File: src/rtl/blk_mem_burst_master_if.sv
// Word-wide memory port shared by the burst master and its memory.
interface cnnip_mem_if #(
  parameter int ADDR_WIDTH = 10
);
  logic                  en;
  logic [3:0]            we;
  logic [ADDR_WIDTH-1:0] addr;
  logic [31:0]           din;
  logic [31:0]           dout;
  logic                  valid;

  modport master (output en, we, addr, din, input dout, valid);
  modport slave  (input en, we, addr, din, output dout, valid);
endinterface

File: src/rtl/blk_mem_burst_master.sv
// Burst master: turns one command into a run of word writes or reads on mem_if_a.
// Optional read-wait timeout is built when BURST_TIMEOUT_EN is defined.
//
// state   | meaning
// IDLE    | waiting for a command, cmd_ready high
// WR      | streaming write words, one access per accepted wdata
// RD_REQ  | issuing a single read request
// RD_WAIT | waiting for the memory to return valid
// RD_OUT  | presenting rdata until the consumer takes it
// FIN     | burst over, done pulses next cycle
module blk_mem_burst_master #(
  parameter int ADDR_WIDTH     = 10,
  parameter int LEN_WIDTH      = 8,
  parameter int TIMEOUT_CYCLES = 15
) (
  input  logic                  clk_a,
  input  logic                  arstz_aq,
  input  logic                  cmd_valid,
  output logic                  cmd_ready,
  input  logic                  cmd_write,
  input  logic [ADDR_WIDTH-1:0] cmd_addr,
  input  logic [LEN_WIDTH-1:0]  cmd_len,
  input  logic [31:0]           wdata,
  input  logic                  wvalid,
  output logic                  wready,
  output logic [31:0]           rdata,
  output logic                  rvalid,
  input  logic                  rready,
  output logic                  busy,
  output logic                  done,
  output logic                  err,
  cnnip_mem_if.master           mem_if_a
);

  typedef enum logic [2:0] {IDLE, WR, RD_REQ, RD_WAIT, RD_OUT, FIN} state_t;

  state_t                state;
  logic [ADDR_WIDTH-1:0] cur_addr;
  logic [LEN_WIDTH-1:0]  remaining;
  logic                  mem_quiet;
  logic                  wr_fire;
  logic                  rd_fire;
  logic                  last_word;

  if (TIMEOUT_CYCLES < 1) begin : g_tmo_range_chk
    $error("TIMEOUT_CYCLES must be at least 1");
  end

  // No access is ever launched in a cycle where the memory is returning data.
  assign mem_quiet = !mem_if_a.valid;
  assign wready    = (state == WR) && mem_quiet;
  assign wr_fire   = wready && wvalid;
  assign rd_fire   = (state == RD_REQ) && mem_quiet;
  assign last_word = (remaining == LEN_WIDTH'(1));
  assign cmd_ready = (state == IDLE);
  assign busy      = (state != IDLE);

  assign mem_if_a.en   = wr_fire || rd_fire;
  assign mem_if_a.we   = wr_fire ? 4'hF : 4'h0;
  assign mem_if_a.addr = cur_addr;
  assign mem_if_a.din  = wr_fire ? wdata : 32'h0;

`ifdef BURST_TIMEOUT_EN
  localparam int TW = $clog2(TIMEOUT_CYCLES + 1);
  logic [TW-1:0] tmo_cnt;
`else
  assign err = 1'b0;
`endif

  always_ff @(posedge clk_a or negedge arstz_aq) begin
    if (!arstz_aq) begin
      state     <= IDLE;
      cur_addr  <= '0;
      remaining <= '0;
      rdata     <= '0;
      rvalid    <= 1'b0;
      done      <= 1'b0;
`ifdef BURST_TIMEOUT_EN
      err       <= 1'b0;
      tmo_cnt   <= '0;
`endif
    end else begin
      done <= 1'b0;
`ifdef BURST_TIMEOUT_EN
      err  <= 1'b0;
`endif
      case (state)
        IDLE: begin
          if (cmd_valid) begin
            cur_addr  <= cmd_addr & ~ADDR_WIDTH'(3);
            remaining <= cmd_len;
            if (cmd_len == '0)  state <= FIN;
            else if (cmd_write) state <= WR;
            else                state <= RD_REQ;
          end
        end
        WR: begin
          if (wr_fire) begin
            cur_addr  <= cur_addr + ADDR_WIDTH'(4);
            remaining <= remaining - LEN_WIDTH'(1);
            if (last_word) state <= FIN;
          end
        end
        RD_REQ: begin
          if (rd_fire) begin
            state <= RD_WAIT;
`ifdef BURST_TIMEOUT_EN
            tmo_cnt <= TW'(TIMEOUT_CYCLES - 1);
`endif
          end
        end
        RD_WAIT: begin
          if (mem_if_a.valid) begin
            rdata  <= mem_if_a.dout;
            rvalid <= 1'b1;
            state  <= RD_OUT;
          end
`ifdef BURST_TIMEOUT_EN
          // Terminal count reached with no response: abandon the rest of the burst.
          else if (tmo_cnt == '0) begin
            done      <= 1'b1;
            err       <= 1'b1;
            remaining <= '0;
            state     <= IDLE;
          end else begin
            tmo_cnt <= tmo_cnt - TW'(1);
          end
`endif
        end
        RD_OUT: begin
          if (rready) begin
            rvalid    <= 1'b0;
            cur_addr  <= cur_addr + ADDR_WIDTH'(4);
            remaining <= remaining - LEN_WIDTH'(1);
            state     <= last_word ? FIN : RD_REQ;
          end
        end
        FIN: begin
          done  <= 1'b1;
          state <= IDLE;
        end
        default: state <= IDLE;
      endcase
    end
  end

endmodule

File: src/flat_wrapper.sv
// flat-port wrapper written by rule: the top's interface ports become plain ports
module blk_mem_burst_master_flat 
#(
  parameter int ADDR_WIDTH     = 10,
  parameter int LEN_WIDTH      = 8,
  parameter int TIMEOUT_CYCLES = 15
)
  (clk_a, arstz_aq, cmd_valid, cmd_ready, cmd_write, cmd_addr, cmd_len, wdata, wvalid, wready, rdata, rvalid, rready, busy, done, err, mem_if_a_en, mem_if_a_we, mem_if_a_addr, mem_if_a_din, mem_if_a_dout, mem_if_a_valid);
  cnnip_mem_if #(.ADDR_WIDTH(ADDR_WIDTH)) mem_if_a_i ();
  input  logic clk_a;
  input  logic arstz_aq;
  input  logic cmd_valid;
  output logic cmd_ready;
  input  logic cmd_write;
  input  logic [ADDR_WIDTH-1:0] cmd_addr;
  input  logic [LEN_WIDTH-1:0] cmd_len;
  input  logic [31:0] wdata;
  input  logic wvalid;
  output logic wready;
  output logic [31:0] rdata;
  output logic rvalid;
  input  logic rready;
  output logic busy;
  output logic done;
  output logic err;
  output wire logic [$bits(mem_if_a_i.en)-1:0] mem_if_a_en;
  output wire logic [$bits(mem_if_a_i.we)-1:0] mem_if_a_we;
  output wire logic [$bits(mem_if_a_i.addr)-1:0] mem_if_a_addr;
  output wire logic [$bits(mem_if_a_i.din)-1:0] mem_if_a_din;
  input wire logic [$bits(mem_if_a_i.dout)-1:0] mem_if_a_dout;
  input wire logic [$bits(mem_if_a_i.valid)-1:0] mem_if_a_valid;
  assign mem_if_a_en = mem_if_a_i.en;
  assign mem_if_a_we = mem_if_a_i.we;
  assign mem_if_a_addr = mem_if_a_i.addr;
  assign mem_if_a_din = mem_if_a_i.din;
  assign mem_if_a_i.dout = mem_if_a_dout;
  assign mem_if_a_i.valid = mem_if_a_valid;
  blk_mem_burst_master #(.ADDR_WIDTH(ADDR_WIDTH), .LEN_WIDTH(LEN_WIDTH), .TIMEOUT_CYCLES(TIMEOUT_CYCLES)) u_core (.clk_a(clk_a), .arstz_aq(arstz_aq), .cmd_valid(cmd_valid), .cmd_ready(cmd_ready), .cmd_write(cmd_write), .cmd_addr(cmd_addr), .cmd_len(cmd_len), .wdata(wdata), .wvalid(wvalid), .wready(wready), .rdata(rdata), .rvalid(rvalid), .rready(rready), .busy(busy), .done(done), .err(err), .mem_if_a(mem_if_a_i));
endmodule
File: config.mk
export PLATFORM = sky130hd
export DESIGN_NAME = blk_mem_burst_master_flat
export DESIGN_NICKNAME = d
export VERILOG_FILES = /design/src/rtl/blk_mem_burst_master_if.sv /design/src/rtl/blk_mem_burst_master.sv /design/src/flat_wrapper.sv
export SDC_FILE = /design/constraint.sdc
export NUM_CORES = 1
export LEC_CHECK = 0
export BUFFER_PORTS_ARGS = -buffer_cell sky130_fd_sc_hd__buf_2
export CAP_MARGIN = 20
export CORE_UTILIZATION = 44
export DETAILED_ROUTE_END_ITERATION = 8
export PLACE_DENSITY = 0.81
export SYNTH_ARGS = -nofsm -noshare
export SYNTH_HDL_FRONTEND = slang
export SYNTH_SLANG_ARGS = --single-unit
File: constraint.sdc
create_clock -name clk_a -period 2.5 [get_ports clk_a]
set_clock_uncertainty 0.1 [all_clocks]
set_input_delay 0.125 -clock clk_a [delete_from_list [all_inputs] [get_ports clk_a]]
set_output_delay 0.125 -clock clk_a [all_outputs]
set_load 0.03 [all_outputs]
* Word level (Yosys, flattened, before mapping)
Cells that the tools add are included.
** Word-level totals
- Register bits :: 55
- Bits in latches :: 0
- Memory bits (writable) :: 0
- Bits in read-only memories :: 0
- Output and inout port bits :: 85
- Word-level logic and storage cells :: 58
- Memories kept :: 0
** Cells by class
- Add/sub/neg operators :: 2
- Multipliers :: 0
- Divide/modulo/power cells :: 0
- Magnitude comparators :: 0
- Equal/unequal tests :: 12
- Shift-type cells :: 0
- Muxes and demuxes :: 24
- Bitwise logic cells :: 0
- Reductions and logical operators :: 14
** Operators by type and width (count)
- $mux 32 :: 1
- $mux 10 :: 3
- $pmux 10 s3 :: 1
- $mux 3 :: 8
- $mux 8 :: 3
- $pmux 8 s3 :: 1
- $pmux 3 s5 :: 1
- $add 10x3->10 const B :: 1
- $eq 8x1->1 const B :: 1
- $logic_not 8->1 :: 1
- $sub 8x1->8 const B :: 1
- $eq 3x2->1 const B :: 2
- $eq 3x3->1 const B :: 2
- $ne 2x1->1 const B :: 3
- $ne 2x2->1 const B :: 3
- $reduce_and 6->1 :: 1
- $reduce_bool 3->1 :: 2
- $mux 4 :: 1
- $reduce_and 4->1 :: 1
- $eq 3x1->1 const B :: 1
- $logic_and 1x1->1 :: 3
- $logic_not 3->1 :: 1
- $mux 1 :: 3
- $reduce_and 3->1 :: 1
- other kinds (6) :: 6

* Depth between registers and ports, before layout
- Word-level depth :: 5
- Depth in mapped cells :: 7
- Mapped depth without buffers :: 6

* Worst setup path after synthesis
No wires, ideal clock.
- Kind :: register -> output
- Start :: reg u_core.state[1]
- End :: out busy
- Arrival time :: 1.876 ns
- Data required time :: 2.275 ns
- Path slack :: 0.399 ns
- Cell stages (with the launch flop) :: 6
- Path buffers :: 3
- Path through :: dfrtp_1 > buf_2 > buf_4 > buf_6 > nor3_1 > inv_1
** Between the ends
- Word-level cells in the longest chain between the ends :: 1
** Ends and longest elaborated chain
- from (decl) :: RTL line blk_mem_burst_master.sv:37 : state_t state;
- from (signal assigned) :: RTL line blk_mem_burst_master.sv:135 : state <= last_word ? FIN : RD_REQ;
- $reduce_bool 3->1 :: RTL line blk_mem_burst_master.sv:56 : assign busy = (state != IDLE);
- to (decl) :: RTL line flat_wrapper.sv:23 : output logic busy;
No other way between the ends.

* Worst setup path after layout
- Start :: reg u_core.state[2]
- End :: out mem_if_a_we[1]
** Between the ends
- Word-level cells in the longest chain between the ends :: 4
** Ends and longest elaborated chain
- $eq 3x1->1 :: RTL line blk_mem_burst_master.sv:51 : assign wready = (state == WR) && mem_quiet;
- $logic_and 1x1->1 :: RTL line blk_mem_burst_master.sv:51
- $logic_and 1x1->1 :: RTL line blk_mem_burst_master.sv:52 : assign wr_fire = wready && wvalid;
- $mux 4 :: RTL line blk_mem_burst_master.sv:59 : assign mem_if_a.we = wr_fire ? 4'hF : 4'h0;
- to (decl) :: RTL line flat_wrapper.sv:27 : output wire logic [$bits(mem_if_a_i.we)-1:0] mem_if_a_we;
No other way between the ends.

==> results.md <==
- Outcome: completed
- Core box area: 0.006386 sq mm
- Main flop type after synthesis: dfrtp_1
- Levels on crit path: 4
- Yosys cell types: 56
- Synth Instances: 286
- Antenna fix cells: 0
- Worst-path maximum fanout: 12
- Most frequent cells after synthesis: dfrtp_1 (53), and3_1 (35), mux2_1 (33)
- Max-Cap Viols: 0
- Layout cell share with drive strength beyond 1: 40.33%
- Crit path max-delay family: simple AND/OR/NAND/NOR gates
- Most frequent cell after synthesis: dfrtp_1
- Worst-path cell chain: buf_4, nand2b_1, nor3_1, buf_2
- Clock Path Buffers: 2
- # hold bufs at CTS: 38
- Initial antenna violation count: 0
- Filler cells: 480
- Reg-to-reg endpoint: u_core.rdata[12]
- IO Pins: 174
- Buffer and inverter count on the worst path: 2
- Max Clk Rate: 0.4587 GHz
- Initial Util: 45.89%
- Routability Congestion: 0.8649
- Sum Neg Setup Slack: 0 ns
- Via count: 2,976
- DRC: 0
- Post-CTS Resized: 0
- Register area: 0.001326 sq mm
- First-pass GRT wire length: 13,810 um
- VDD IR max: 820.2 uV
- Pwr Density: 1181 mW/mm^2
- 1st-pass router iterations: 4
- Total power: 5.062 mW
- CP Data Required Time: 2.28 ns
- Final setup fails: 0
- Yosys warning count: 0
- Final period utilization: 87.20%
- Area leader, netlist: dfrtp_1
- Drt wl/cell: 14.94 um
- Number of synthesized flops with an enable pin: 0
- CP Launch Type: register
- Die Height: 83.61 um
- Root Driver: clkbuf_8
- Worst reg2reg path depth: 5
- Leakage Power: 2.283 nW
- FF+latch count, synth: 53
- Area Growth Syn to Fin: 46.33%
- GRT Total Usage: 24.00%
- Final hold violation count: 0
- Critical path's largest stage delay: 0.49 ns
- Area of the multi-input gates: 0.001410 sq mm
- Reg2Reg Setup Slack: 0.43 ns
- Die area: 0.006990 sq mm
- # rows: 29
- Routed WL: 8410 um
- Vias in the first global route: 2,775
- Post-CTS Setup Inserts: 0
- Syn avg cell area: 10.25 sq um
- CTS tree: yes
- H-tree depth reported by CTS: 2
- RSZ-0062 raised after global routing: no
- Synth area leaders: dfrtp_1 (45%), mux2_1 (13%), and3_1 (7.5%), buf_4 (2.6%), a21oi_1 (2.2%)
- CP Launch Point: u_core.state[2]
- Worst-skew pair later-pin latency: 0.30 ns
- HPWL Detailed: 5743 um
- Critical Path Sink Type: output port
- Post-layout min period: 2.180 ns
- Post-Syn Area: 0.002930 sq mm
- Reg clk slew, reported paths: 0.10 ns
- Pin count of the biggest net entering global routing: 53
- Num CTS Buffers: 5
- Via-to-Cell Ratio: 5.286
- Worst hold path class: input port to register
- CTS Sinks: 53
- Top cell type's share of synthesized area: 45.26%
- Max-Slew Margin vs Limit: 61.30%
- Post-route ant nets: 0
- CP max stage cell: nor3_1
- Slew @ Worst Pin: 0.5805 ns
- Critical Path End: mem_if_a_we[1]
- Async SR Flop Fraction: 100.0%
- Iter 0 DRT Violations: 86
- Pins Over Slew Limit: 0
- Worst min-delay path startpoint: cmd_len[5]
- Min Hold Slack: 0.01876 ns
- Seq/Total Area, Yosys: 45.26%
- Die Width: 83.61 um
- Reg-to-Reg Start: u_core.state[2]
- Final nets: 577
- IO buf count: 168
- Crit path DAT: 1.95 ns
- CP Class: register to output port
- GRT overflow: 0
layer usage:
| metal | vias to the layer above | part of all wire [%] | track usage, % |
|---|---|---|---|
| li1 | 1432 | - | - |
| met1 | 1423 | 46 | 33.53 |
| met2 | 115 | 47 | 39.47 |
| met3 | 6 | 6.1 | 4.352 |
| met4 | 0 | 0.78 | 4.468 |
| met5 | - | 0 | 0 |
sequential cells by signal, indices dropped and copies added, names as in the netlist:
name	flops
u_core.remaining	8
u_core.done	1
u_core.state	3
u_core.rvalid	1
u_core.mem_if_a.addr	8
u_core.rdata	32
how the worst min path moves through the flow:
stage               slack [ns]  depth (start not counted)                 endpoint
floorplan                -0.27                          0              u_core.done
global placement         -0.18                          1         u_core.rdata[10]
detailed placement       -0.18                          1         u_core.rdata[10]
CTS                     0.0002                          3  u_core.mem_if_a.addr[6]
global route              0.02                          2         u_core.rdata[10]
finish                    0.02                          3      u_core.remaining[5]
logic make-up after synthesis:
kind of cell / synth area share [%]
AND/OR/NAND/NOR: 20.50
XOR/XNOR: 0.2989
flip-flops: 45.26
other: 0.1280
AO/OA/AOI/OAI: 10.89
buffers and inverters: 6.874
adder cells (fa/ha/maj): 1.281
multiplexers: 14.77
power breakdown:
part           total [mW]  internal [mW]  switching [mW]  leakage [nW]
Clock               0.493          0.203           0.290        0.0447
Combinational        2.92           1.05            1.87          1.60
Sequential           1.65           1.28           0.372         0.641
metrics by stage:
| step | util (%) | instance area (sq um) | worst slack [ns] | instances |
|---|---|---|---|---|
| 2_1_floorplan | - | 2938 | 0.3987 | 288 |
| 3_3_place_gp | 59.72 | 3814 | 0.5315 | 517 |
| 3_5_place_dp | 59.72 | 3814 | 0.4628 | 517 |
| 4_1_cts | 67.14 | 4288 | 0.3277 | 563 |
| 5_1_grt | 67.14 | 4288 | 0.2031 | 563 |
| 6_report | 67.14 | 4288 | 0.3201 | 563 |
cell type report:
type / count / share of cell area [%]
multi-input cells: 197 / 32.89
flip-flops and latches: 53 / 30.93
repair buffers: 218 / 30.87
well taps: 77 / 2.247
clock buffers: 5 / 1.605
inverters: 10 / 0.8754
clock inverters: 3 / 0.5836
placed cells by master (no fill, tap or decap), types with 9 or more instances in the layout:
master,n
a21oi_1,13
nor2_1,9
dfrtp_1,53
nand2_1,10
mux2_1,33
nor3_1,13
inv_1,9
buf_4,11
and3_1,35
o21ai_1,11
buf_2,168
dlygate4sd3_1,38
worst min-delay path, delay by kind of cell:
family | cells | cell delay (ns)
compound gates | 1 | 0.12
buf+inv | 1 | 0.09
mux | 1 | 0.06
Note: power is estimated with default switching activity, not from simulation.
